## src/rtl/latch_mem_ctrl.sv

```systemverilog
// latch_mem_ctrl: access sequencer for a latch-based memory array.
// One read requester and one write requester share the array. When both
// request at once, grants alternate round-robin.
// A read drives a one-hot read word line (RWL) for one cycle. The bench side
// returns DOUT from the read mux trees, and the controller captures it into
// RD_DATA, which holds until the response handshake.
// A write runs three cycles: setup (bit lines driven), pulse (one-hot WWL
// latch enable), and hold (bit lines held, WWL low).
// Ports:
//   CLK, RESETN                          clock, async active-low reset
//   RD_VALID/RD_READY/RD_ADDR            read request channel
//   RD_DATA_VALID/RD_DATA_READY/RD_DATA  read response channel
//   WR_VALID/WR_READY/WR_ADDR/WR_DATA    write request channel
//   RWL, WWL, WBL, DOUT                  array-side word lines, bit lines, read data
//   BUSY                                 high whenever not idle
module latch_mem_ctrl #(
  parameter int WIDTH  = 8,
  parameter int DEPTH  = 16,
  parameter int ADDR_W = 4
) (
  input  logic              CLK,
  input  logic              RESETN,
  input  logic              RD_VALID,
  output logic              RD_READY,
  input  logic [ADDR_W-1:0] RD_ADDR,
  output logic              RD_DATA_VALID,
  input  logic              RD_DATA_READY,
  output logic [WIDTH-1:0]  RD_DATA,
  input  logic              WR_VALID,
  output logic              WR_READY,
  input  logic [ADDR_W-1:0] WR_ADDR,
  input  logic [WIDTH-1:0]  WR_DATA,
  output logic [DEPTH-1:0]  RWL,
  output logic [DEPTH-1:0]  WWL,
  output logic [WIDTH-1:0]  WBL,
  input  logic [WIDTH-1:0]  DOUT,
  output logic              BUSY
);

  typedef enum logic [2:0] {
    IDLE     = 3'd0,
    RD_DRIVE = 3'd1,
    RD_RESP  = 3'd2,
    WR_SETUP = 3'd3,
    WR_PULSE = 3'd4,
    WR_HOLD  = 3'd5
  } state_t;

  state_t             state_q, state_d;
  logic [ADDR_W-1:0]  addr_q, addr_d;
  logic               last_wr_q, last_wr_d;
  logic [DEPTH-1:0]   rwl_q, rwl_d;
  logic [DEPTH-1:0]   wwl_q, wwl_d;
  logic [WIDTH-1:0]   wbl_q, wbl_d;
  logic [WIDTH-1:0]   rd_data_q, rd_data_d;
  logic               rd_valid_q, rd_valid_d;
  logic               rd_ready_s, wr_ready_s;

  // An address at or beyond DEPTH decodes to no row at all.
  function automatic logic [DEPTH-1:0] row_decode(input logic [ADDR_W-1:0] a);
    logic [DEPTH-1:0] dec;
    dec = {DEPTH{1'b0}};
    for (int i = 0; i < DEPTH; i++) begin
      dec[i] = (int'(a) == i);
    end
    return dec;
  endfunction

  // Next-state, arbitration and array-side output computation.
  always_comb begin
    state_d    = state_q;
    addr_d     = addr_q;
    last_wr_d  = last_wr_q;
    rwl_d      = rwl_q;
    wwl_d      = wwl_q;
    wbl_d      = wbl_q;
    rd_data_d  = rd_data_q;
    rd_valid_d = rd_valid_q;
    rd_ready_s = 1'b0;
    wr_ready_s = 1'b0;
    case (state_q)
      IDLE: begin
        // last_wr_q picks the winner only when both requesters are valid.
        rd_ready_s = !WR_VALID || last_wr_q;
        wr_ready_s = !RD_VALID || !last_wr_q;
        if (RD_VALID && rd_ready_s) begin
          addr_d    = RD_ADDR;
          rwl_d     = row_decode(RD_ADDR);
          last_wr_d = 1'b0;
          state_d   = RD_DRIVE;
        end else if (WR_VALID && wr_ready_s) begin
          addr_d    = WR_ADDR;
          wbl_d     = WR_DATA;
          last_wr_d = 1'b1;
          state_d   = WR_SETUP;
        end else begin
          state_d = IDLE;
        end
      end
      RD_DRIVE: begin
        // An out-of-range row drove no word line, so DOUT means nothing here.
        if (int'(addr_q) < DEPTH) begin
          rd_data_d = DOUT;
        end else begin
          rd_data_d = {WIDTH{1'b0}};
        end
        rwl_d      = {DEPTH{1'b0}};
        rd_valid_d = 1'b1;
        state_d    = RD_RESP;
      end
      RD_RESP: begin
        if (RD_DATA_READY) begin
          rd_valid_d = 1'b0;
          state_d    = IDLE;
        end else begin
          rd_valid_d = 1'b1;
        end
      end
      WR_SETUP: begin
        wwl_d   = row_decode(addr_q);
        state_d = WR_PULSE;
      end
      WR_PULSE: begin
        wwl_d   = {DEPTH{1'b0}};
        state_d = WR_HOLD;
      end
      WR_HOLD: begin
        state_d = IDLE;
      end
      default: begin
        rwl_d      = {DEPTH{1'b0}};
        wwl_d      = {DEPTH{1'b0}};
        rd_valid_d = 1'b0;
        state_d    = IDLE;
      end
    endcase
  end

  // State and registered-output flops.
  always_ff @(posedge CLK or negedge RESETN) begin
    if (!RESETN) begin
      state_q    <= IDLE;
      addr_q     <= {ADDR_W{1'b0}};
      last_wr_q  <= 1'b1;
      rwl_q      <= {DEPTH{1'b0}};
      wwl_q      <= {DEPTH{1'b0}};
      wbl_q      <= {WIDTH{1'b0}};
      rd_data_q  <= {WIDTH{1'b0}};
      rd_valid_q <= 1'b0;
    end else begin
      state_q    <= state_d;
      addr_q     <= addr_d;
      last_wr_q  <= last_wr_d;
      rwl_q      <= rwl_d;
      wwl_q      <= wwl_d;
      wbl_q      <= wbl_d;
      rd_data_q  <= rd_data_d;
      rd_valid_q <= rd_valid_d;
    end
  end

  assign RD_READY      = rd_ready_s;
  assign WR_READY      = wr_ready_s;
  assign RWL           = rwl_q;
  assign WWL           = wwl_q;
  assign WBL           = wbl_q;
  assign RD_DATA       = rd_data_q;
  assign RD_DATA_VALID = rd_valid_q;
  assign BUSY          = (state_q != IDLE);

endmodule

```

## config.mk

```make
export PLATFORM = sky130hd
export DESIGN_NAME = latch_mem_ctrl
export DESIGN_NICKNAME = d
export VERILOG_FILES = /design/src/rtl/latch_mem_ctrl.sv
export SDC_FILE = /design/constraint.sdc
export NUM_CORES = 1
export LEC_CHECK = 0
export CAP_MARGIN = 5
export CORE_MARGIN = 3
export CORE_UTILIZATION = 35
export CTS_CLUSTER_DIAMETER = 100
export DETAILED_ROUTE_END_ITERATION = 7
export SYNTH_ARGS = -nofsm -noshare
export SYNTH_HDL_FRONTEND = slang
export SYNTH_SLANG_ARGS = --single-unit
```

## constraint.sdc

```tcl
create_clock -name CLK -period 2.91 [get_ports CLK]
set_input_delay 0.7275 -clock CLK [delete_from_list [all_inputs] [get_ports CLK]]
set_output_delay 0.7275 -clock CLK [all_outputs]
set_load 0.02 [all_outputs]
```

==> run metrics <==
outcome completed; setup violators final 0; Clock Sinks 57; met3 wire len 573 um; hpwl dp around 4.0 mm; max frequency 0.358 GHz; EDFF count, synth 0; Slew @ Worst Pin 618 ps; syn_area_per_cell 12.4 um^2; Final min period 2790 ps; post-synthesis register bit count between 50 and 60; Pre-antenna DRT Iters 4; RSZ-0062 raised after global routing false; Worst R2R Start state_q[1]$_DFFE_PN0P_; Worst IR Drop VDD 440 uV; antenna violations before repair 0; commonest non-fill, non-tap cell in the layout clkdlybuf4s50_1; most frequently used flop master after synthesis dfrtp_1; first-pass GRT wire length 9.55 mm; Slew headroom 0.585; TritonCTS clock tree yes; Setup CP Type reg -> out; Place WS ~190 ps; Critical Path Source Type register; largest net degree at the start of global routing 23; CP startpoint state_q[0]$_DFFE_PN0P_; Reg clk slew, reported paths 70 ps; Worst Setup End Kind output pin; per-cell routed wire length approximately 15 um; ant diodes 0; via count ~1,800; htree depth 3; final worst-path cycle share 0.960; chip width 89.7 um; DRT Wirelength about 5.6 mm; final worst slack 118 ps; Met1 Wirelength 2.51 mm; Die Span Y 89.7 um; Fillers 616; Final Slew Violations 0; layout net count 317; critical path peak fanout 8; ratio of cells with drive above 1 in the final layout 0.190; final hold vios 0; setup_tns 0 ps; # rows 29; num ports 81; Post-Syn Nets 228; proportion of synthesized chip area in sequential cells 0.582; LEAKAGE 1.53 nW; CTS Buffer Depth 2; MaxCap Viol Count 0; DRC violations left 0; Core ar. 6570 um^2; Hold Path Class in -> async; WP data arrival slightly above 2000 ps; hold buffers post-CTS 0; ys async rst share 1.00; synthesized netlist cell count 198; PortBufs 80; Mapped Area 2450 um^2; clk_lat worst skew 330 ps; WL met2 around 2.4 mm; Final Power ~3.4 mW; ANT nets after route 0; Num CTS Buffers 9; CTS resizes 0; vias per cell 4.77; number of global-route vias before repair 1,903; GRT Total Usage 0.148; remaining global-route overflow 0; Synth Warn # 0; setup repair bufs after CTS 0; Area Growth Syn to Fin 42.7%; Cell Pwr Density 981 nW/um^2; drt initial violations 52; Yosys cell types 40; initial core utilization 0.373; most frequent cells in the layout 79 x clkdlybuf4s50_1, 56 x dfrtp_1, 28 x mux2_2; highest routed metal layer met4; clock skew 9.29 ps; clk root buf clkbuf_8; DIE AREA 8050 um^2; GPL Wtd Cong 0.723; WP data required 2180 ps
stage by stage:
step           hold WS [ps]  instance area [um^2]   util  instances
6_report                356                  3500  0.533        382
5_1_grt                 373                  3500  0.533        382
4_1_cts                 370                  3500  0.533        382
3_5_place_dp            477                  3350  0.510        369
3_3_place_gp            470                  3350  0.510        369
2_1_floorplan           432                  2450      -        198
per-layer routing:
| metal | up-vias | global-route usage |
|---|---|---|
| met2 | 71 | 0.211 |
| li1 | 876 | - |
| met5 | - | 0 |
| met3 | 10 | 0.0743 |
| met4 | 0 | 0.0613 |
| met1 | 864 | 0.190 |
where the power goes:
group	internal [mW]	switching [mW]	total, mW	leakage [nW]
registers	1.06	0.217	1.27	0.742
logic	0.788	0.763	1.55	0.710
clock network	0.317	0.291	0.608	0.0782
worst paths after layout:
check	end	slack, ps	cells after the start
worst min register to register	WWL[10]$_DFFE_PN0N_	480	2
max in group asynchronous	WWL[8]$_DFFE_PN0N_	1880	2
min in group CLK	WWL[10]$_DFFE_PN0N_	480	2
worst min-delay path	RWL[7]$_DFFE_PN0P_	360	1
worst max-delay path	WR_READY	120	4
worst max register to register	RWL[1]$_DFFE_PN0P_	1020	4
cells by family after synthesis:
family | synth area share
compound gates | 0.0908
fa+ha+maj | 0.00510
buf+inv | 0.0326
flops | 0.582
mux | 0.167
simple gates | 0.122
area by class of cell:
cell class / count / area, um^2 / area share
flip-flops and latches: 57 / 1430 / 0.408
multi-input cells: 128 / 945 / 0.270
repair buffers: 86 / 841 / 0.240
clock buffers: 12 / 145 / 0.0415
well taps: 93 / 116 / 0.0333
inverters: 5 / 18.8 / 0.00536
clock inverters: 1 / 5.00 / 0.00143
synthesized netlist by cell type, drive strengths merged, types with 2 or more instances:
cell	n	area (um^2)
dfrtp	56	1400
mux2	32	360
nand2	19	71.3
nor2	15	56.3
o21ai	13	68.8
a22o	6	52.6
nor3	6	51.3
buf	5	50.0
inv	5	18.8
mux2i	5	50.1
a21oi	4	20.0
nand2b	4	25.0
clkbuf	3	11.3
nand3	3	20.0
nand3b	3	22.5
a32o	2	20.0
nor2b	2	12.5
o22ai	2	12.5
o31ai	2	15.0
or3	2	17.5
state kept, by name, summed over array words and instances (netlist names):
name and cells:
RWL 16, state_q 3, RD_DATA 8, WWL 16, last_wr_q 1, addr_q 4, RD_DATA_VALID 1, WBL 8
worst max-delay path: stages, from the launching register on:
cell and delay (ps):
dfrtp_1 480, nor3_4 400, inv_2 100, a21oi_1 140, clkdlybuf4s50_1 620
Power figures use the tool's default switching activity.
